--- src/rtl/matmul_row_sequencer_if.sv ---
// ============================================================================
//  Module   : matmul_row_sequencer_if
//  Brief    : A-row fetch, datapath and result-row bus of the matmul sequencer
//  Revision : 1.0  initial release
// ============================================================================
`timescale 1ns/1ps
`default_nettype none

interface matmul_row_sequencer_if #(
  parameter int A_ROWS = 4,
  parameter int N      = 4,
  parameter int B_COLS = 4,
  parameter int DW     = 20,
  parameter int PW     = 40
);
  localparam int AW = (A_ROWS > 1) ? $clog2(A_ROWS) : 1;

  logic                   a_req;
  logic [AW-1:0]          a_addr;
  logic                   a_valid;
  logic [N*DW-1:0]        a_data;
  logic [N*DW-1:0]        dp_vec;
  logic [B_COLS*PW-1:0]   dp_res;
  logic                   r_valid;
  logic                   r_ready;
  logic [AW-1:0]          r_addr;
  logic [B_COLS*PW-1:0]   r_data;

  modport master (
    output a_req, a_addr, dp_vec, r_valid, r_addr, r_data,
    input  a_valid, a_data, dp_res, r_ready
  );

  modport slave (
    input  a_req, a_addr, dp_vec, r_valid, r_addr, r_data,
    output a_valid, a_data, dp_res, r_ready
  );
endinterface

`default_nettype wire

--- src/rtl/matmul_row_sequencer.sv ---
// ============================================================================
//  Module   : matmul_row_sequencer
//  Brief    : Runs A x B one row at a time through a combinational vector x
//             matrix datapath. Optional MATSEQ_CYCLE_CNT_EN adds cycle_cnt.
//  Revision : 1.0  initial release
// ============================================================================
`timescale 1ns/1ps
`default_nettype none

module matmul_row_sequencer #(
  parameter int A_ROWS     = 4,
  parameter int N          = 4,
  parameter int B_COLS     = 4,
  parameter int DW         = 20,
  parameter int PW         = 40,
  parameter int SETTLE_CYC = 2
) (
  input  logic                   clk,
  input  logic                   rst_n,
  input  logic                   start,
  input  logic                   abort,
  output logic                   busy,
  output logic                   done,
  matmul_row_sequencer_if.master bus
`ifdef MATSEQ_CYCLE_CNT_EN
  ,
  output logic [31:0]            cycle_cnt
`endif
);

  localparam int AW = (A_ROWS > 1) ? $clog2(A_ROWS) : 1;
  localparam int CW = (SETTLE_CYC > 1) ? $clog2(SETTLE_CYC) : 1;
  localparam logic [AW-1:0] LAST_ROW   = AW'(A_ROWS - 1);
  localparam logic [CW-1:0] SETTLE_INI = CW'(SETTLE_CYC - 1);

  typedef enum logic [2:0] {
    S_IDLE   = 3'd0,
    S_FETCH  = 3'd1,
    S_SETTLE = 3'd2,
    S_WRITE  = 3'd3,
    S_DONE   = 3'd4
  } state_t;

  state_t        state;
  logic [AW-1:0] row;
  logic [CW-1:0] settle_cnt;

  // a_addr only moves when a new FETCH is entered, so it is stable while a_req
  assign bus.a_addr = row;

  always_ff @(posedge clk or negedge rst_n) begin
    if (!rst_n) begin
      state       <= S_IDLE;
      row         <= '0;
      settle_cnt  <= '0;
      busy        <= 1'b0;
      done        <= 1'b0;
      bus.a_req   <= 1'b0;
      bus.r_valid <= 1'b0;
      bus.r_addr  <= '0;
      bus.dp_vec  <= '0;
      bus.r_data  <= '0;
    end else begin
      done <= 1'b0;
      if (abort) begin
        // Datapath vector and last result row are deliberately left intact
        state       <= S_IDLE;
        row         <= '0;
        busy        <= 1'b0;
        bus.a_req   <= 1'b0;
        bus.r_valid <= 1'b0;
      end else begin
        case (state)
          S_IDLE: begin
            if (start) begin
              state     <= S_FETCH;
              row       <= '0;
              busy      <= 1'b1;
              bus.a_req <= 1'b1;
            end
          end
          S_FETCH: begin
            if (bus.a_valid) begin
              bus.dp_vec <= bus.a_data;
              settle_cnt <= SETTLE_INI;
              bus.a_req  <= 1'b0;
              state      <= S_SETTLE;
            end
          end
          S_SETTLE: begin
            if (settle_cnt == '0) begin
              bus.r_data  <= bus.dp_res;
              bus.r_addr  <= row;
              bus.r_valid <= 1'b1;
              state       <= S_WRITE;
            end else begin
              settle_cnt <= settle_cnt - 1'b1;
            end
          end
          S_WRITE: begin
            if (bus.r_ready) begin
              bus.r_valid <= 1'b0;
              if (row == LAST_ROW) begin
                done  <= 1'b1;
                state <= S_DONE;
              end else begin
                row       <= row + 1'b1;
                bus.a_req <= 1'b1;
                state     <= S_FETCH;
              end
            end
          end
          S_DONE: begin
            busy  <= 1'b0;
            state <= S_IDLE;
          end
          default: begin
            state       <= S_IDLE;
            busy        <= 1'b0;
            bus.a_req   <= 1'b0;
            bus.r_valid <= 1'b0;
          end
        endcase
      end
    end
  end

`ifdef MATSEQ_CYCLE_CNT_EN
  // Counts every busy cycle of the current run and freezes once idle
  always_ff @(posedge clk or negedge rst_n) begin
    if (!rst_n) begin
      cycle_cnt <= '0;
    end else if (state == S_IDLE && start && !abort) begin
      cycle_cnt <= '0;
    end else if (busy && cycle_cnt != 32'hFFFF_FFFF) begin
      cycle_cnt <= cycle_cnt + 32'd1;
    end
  end
`endif

endmodule

`default_nettype wire

--- src/flat_wrapper.sv ---
// flat-port wrapper written by rule: the top's interface ports become plain ports
module matmul_row_sequencer_flat 
#(
  parameter int A_ROWS     = 4,
  parameter int N          = 4,
  parameter int B_COLS     = 4,
  parameter int DW         = 20,
  parameter int PW         = 40,
  parameter int SETTLE_CYC = 2
)
  (clk, rst_n, start, abort, busy, done, bus_a_req, bus_a_addr, bus_dp_vec, bus_r_valid, bus_r_addr, bus_r_data, bus_a_valid, bus_a_data, bus_dp_res, bus_r_ready);
  matmul_row_sequencer_if #(.A_ROWS(A_ROWS), .N(N), .B_COLS(B_COLS), .DW(DW), .PW(PW)) bus_i ();
  input  logic clk;
  input  logic rst_n;
  input  logic start;
  input  logic abort;
  output logic busy;
  output logic done;
  output wire logic [$bits(bus_i.a_req)-1:0] bus_a_req;
  output wire logic [$bits(bus_i.a_addr)-1:0] bus_a_addr;
  output wire logic [$bits(bus_i.dp_vec)-1:0] bus_dp_vec;
  output wire logic [$bits(bus_i.r_valid)-1:0] bus_r_valid;
  output wire logic [$bits(bus_i.r_addr)-1:0] bus_r_addr;
  output wire logic [$bits(bus_i.r_data)-1:0] bus_r_data;
  input wire logic [$bits(bus_i.a_valid)-1:0] bus_a_valid;
  input wire logic [$bits(bus_i.a_data)-1:0] bus_a_data;
  input wire logic [$bits(bus_i.dp_res)-1:0] bus_dp_res;
  input wire logic [$bits(bus_i.r_ready)-1:0] bus_r_ready;
  assign bus_a_req = bus_i.a_req;
  assign bus_a_addr = bus_i.a_addr;
  assign bus_dp_vec = bus_i.dp_vec;
  assign bus_r_valid = bus_i.r_valid;
  assign bus_r_addr = bus_i.r_addr;
  assign bus_r_data = bus_i.r_data;
  assign bus_i.a_valid = bus_a_valid;
  assign bus_i.a_data = bus_a_data;
  assign bus_i.dp_res = bus_dp_res;
  assign bus_i.r_ready = bus_r_ready;
  matmul_row_sequencer #(.A_ROWS(A_ROWS), .N(N), .B_COLS(B_COLS), .DW(DW), .PW(PW), .SETTLE_CYC(SETTLE_CYC)) u_core (.clk(clk), .rst_n(rst_n), .start(start), .abort(abort), .busy(busy), .done(done), .bus(bus_i));
endmodule
--- config.mk ---
export PLATFORM = sky130hd
export DESIGN_NAME = matmul_row_sequencer_flat
export DESIGN_NICKNAME = d
export VERILOG_FILES = /design/src/rtl/matmul_row_sequencer_if.sv /design/src/rtl/matmul_row_sequencer.sv /design/src/flat_wrapper.sv
export SDC_FILE = /design/constraint.sdc
export NUM_CORES = 1
export LEC_CHECK = 0
export ABC_CLOCK_PERIOD_IN_PS = 2009
export BUFFER_PORTS_ARGS = -buffer_cell sky130_fd_sc_hd__buf_2
export CAP_MARGIN = 20
export CORE_AREA = 2 2 192 194
export CTS_BUF_LIST = sky130_fd_sc_hd__clkbuf_8
export CTS_CLUSTER_DIAMETER = 40
export DETAILED_ROUTE_END_ITERATION = 10
export DIE_AREA = 0 0 194 196
export PLACE_DENSITY_LB_ADDON = 0.25
export SYNTH_ARGS = -nofsm -noshare
export SYNTH_HDL_FRONTEND = slang
export SYNTH_SLANG_ARGS = --single-unit
--- constraint.sdc ---
create_clock -name clk -period 2.01 [get_ports clk]
set_input_delay 0.201 -clock clk [delete_from_list [all_inputs] [get_ports clk]]
set_output_delay 0.201 -clock clk [all_outputs]
set_load 0.02 [all_outputs]
==> impl_results.md <==
* Outcome: complete, no violations
* Antenna Cells at 0
* Hold Path End: u_core.busy
* # DRC at 0
* Number of nets in the layout at 1,603
* Initial core utilization at between 20 and 30%
* Synthesized Nets at 820
* DRT iter0 DRCs at 207
* Hold path depth at 3
* Combinational share of power at 40.8%
* R2R setup slack at 140 ps
* Die Span X at 194 um
* Drt first pass iters at 4
* Clk_skew at about 29 ps
* Switch share at between 30% and 40%
* Final hold vios at 0
* Sum Neg Setup Slack at 0 ps
* Yosys cell types at 34
* Worst reg2reg startpoint: u_core.state[2]
* Root buf cell: clkbuf_8
* Routed Antenna Nets at 0
* Hold Crit Class: primary input to register
* Post-Syn Area at between 0.009 and 0.01 sq mm
* First-pass GRT wire length at 46,300 um
* Startpoint types: register
* Row Count at 70
* Clock slew seen by the registers of the worst setup and hold paths at 60 ps
* Tot Pwr at between 20,000 and 25,000 uW
* Gp weighted congestion at 0.755
* Hold_sp: start
* WHS at 87.1 ps
* Vias in the first global route at 8,651
* Final worst-path cycle share at 93.1%
* Die height at 196 um
* Postcts setup bufs at 0
* Clk sink count at around 250
* Via density at 4.20
* IO Port Bufs at 493
* Commonest non-fill, non-tap cell in the layout: buf_2
* Fin crit period at 1870 ps
* Area grow syn2layout at 66.6%
* Initial antenna violation count at 0
* Post-synthesis compound-gate area fraction at 1.39%
* Largest net degree at the start of global routing at 72
* Vias at 7,812
* Fmax at 535 MHz
* Crit-path cells: or2_1, nor3_4, buf_12, buf_12, mux2_2
* Slew headroom at between 70 and 80%
* Int Power at roughly 15,000 uW
* Total GRT Usage at 15.2%
* Wire per inst at 15.7 um
* Crit path max fanout at 27
* Most frequent cells in the layout: buf_2, dfrtp_1, dlygate4sd3_1
* Synthesized area per cell at 17.4 sq um
* R2R depth at 5
* Synth Area in Adders at 0.125%
* Max-cap viol count at 0
* Synth warn at 0
* Largest area contributor in the netlist: dfrtp_1
* Largest stage delay, worst path at around 360 ps
* Cts bufs inserted at between 50 and 60
* Worst vdd ir at 0.911 mV
* # IOs at about 500
* WP data arrival at approximately 2400 ps
* Routed WL at 29,200 um
* Sequential area share after synthesis at 63.2%
* Reg-to-reg endpoint: u_core.bus.r_data[61]
* CTS tree: yes
* Layout cell share with drive strength beyond 1 at slightly above 60%
* Post-synthesis xor/xnor area fraction at 0%
* Sw power at 9010 uW
* Multiplexer share of the synthesized area at 30.1%
* Worst Setup End Kind: register
* PD cells at 1470 mW/mm^2
* Die area at 0.0380 sq mm
* Clock power share at 23.7%
* CORE AREA at 0.0361 sq mm
* Depth of the CTS H-tree at 2
* Final setup vio count at 0
* Crit-path slowest cell: dfrtp_1
* Leakage at just over 0.008 uW
* Synthesized netlist cell count at roughly 570
* Main combinational cell family by area after synthesis: multiplexers
* Worst Path Required at roughly 2500 ps
* Clock Path Buffers at 3
* Sequential share of power at 35.5%
* Worst path most repeated cell: buf_12
* Later-pin clock latency in the skew report at about 600 ps
* Simple-Gate Fraction of Synth Area at 1.54%
* HPWL after DPL at 19,500 um
* Slew Limit Fails at 0
* Seq cells post-synth at 252
* Top cells by area, synth: dfrtp_1, mux2_2, mux2_4, buf_12, buf_6
* Worst Max-Slew Pin Slew at between 400 and 500 ps
* RSZ-0062 raised after global routing: no
* Synth top area share at between 60 and 70%
* Worst setup path category: register to register
* Grt total ovfl at 0
[cells by family (layout without fill, tap and decap cells)]
group,count (synthesis),count (layout)
buffers and inverters,33,854
and+or+nand+nor,23,23
DFF,252,252
muxes,244,244
AOI/OAI and AO/OA,20,20
adders and majority gates,1,1
[metal layers]
layer | part of all wire (%) | routed length, um | track usage, %
met5 | 0 | 0 | 0
met4 | 2.9 | 852 | 6.51
met2 | 51 | 15000 | 27.0
met3 | 7.4 | 2150 | 4.35
met1 | 38 | 11200 | 16.9
[power by group through the flow]
| stage | combinational, uW | sequential (uW) | clock (uW) |
|---|---|---|---|
| after floorplan | 3090 | 11700 | 0 |
| after global placement | 9600 | 8660 | 0 |
| after detailed placement | 9660 | 8720 | 0 |
| after CTS | 10100 | 8680 | 5990 |
| after global routing | 10600 | 9030 | 6240 |
| final | 9980 | 8700 | 5790 |
[area by class of cell]
| cell class | instances | area [sq um] |
|---|---|---|
| repair buffers | 760 | 5270 |
| flip-flops and latches | 252 | 6310 |
| clock inverters | 30 | 294 |
| multi-input cells | 288 | 3330 |
| clock buffers | 61 | 840 |
| well taps | 468 | 586 |
| inverters | 3 | 11.3 |
| fillers | 3239 | 19500 |
[critical path, delay by kind of cell (launching register included)]
| kind | cells | cell delay (ps) |
|---|---|---|
| buffers and inverters | 2 | 500 |
| flip-flops | 1 | 360 |
| multiplexers | 1 | 340 |
| AND/OR/NAND/NOR | 2 | 490 |
[what timing repair did]
item | CTS | global route
hold buffers | 243 | 0
hold endpoints to repair | 497 | 0
resized for setup | 0 | 0
[cells in the mapped netlist (all sizes together)]
library cell    n
a211oi          1
nor3            1
inv             3
o211a           1
o21bai          1
o31ai           1
o32ai           1
a22oi           1
o21ai           2
and3            3
or3b            2
buf            28
nor2            3
a21o            3
a32oi           1
nand3b          2
clkbuf          2
mux2          244
nand2b          4
nor2b           2
nand4b          1
and3b           1
a22o            1
a21oi           5
a21boi          2
dfrtp         252
or2             1
nand3           3
ha              1
[per-stage QoR]
step	utilization [%]	instances	area, sq um	worst slack (ps)
after CTS	46.1	1862	16600	122
after global routing	46.1	1862	16600	45.0
after floorplan	-	573	9980	240
after detailed placement	36.2	1528	13100	152
final	46.1	1862	16600	140
after global placement	36.2	1528	13100	141
[sequential cells by signal (all words and copies together) (netlist names)]
| register | cells |
|---|---|
| u_core.bus.r_addr | 2 |
| u_core.bus.a_addr | 2 |
| u_core.state | 3 |
| u_core.bus.r_valid | 1 |
| u_core.done | 1 |
| u_core.settle_cnt | 1 |
| u_core.bus.r_data | 160 |
| u_core.busy | 1 |
| u_core.bus.a_req | 1 |
| u_core.bus.dp_vec | 80 |
[worst max-delay path by stage]
stage                         start               endpoint  slack, ps
global route        u_core.state[2]  u_core.bus.r_data[61]         40
CTS                 u_core.state[2]  u_core.bus.r_data[61]        120
finish              u_core.state[2]  u_core.bus.r_data[61]        140
detailed placement  u_core.state[2]  u_core.bus.r_data[61]        150
floorplan           u_core.state[2]   u_core.bus.r_data[0]        240
global placement    u_core.state[2]  u_core.bus.r_data[61]        140
No activity file was read; power rests on OpenSTA's default activity.
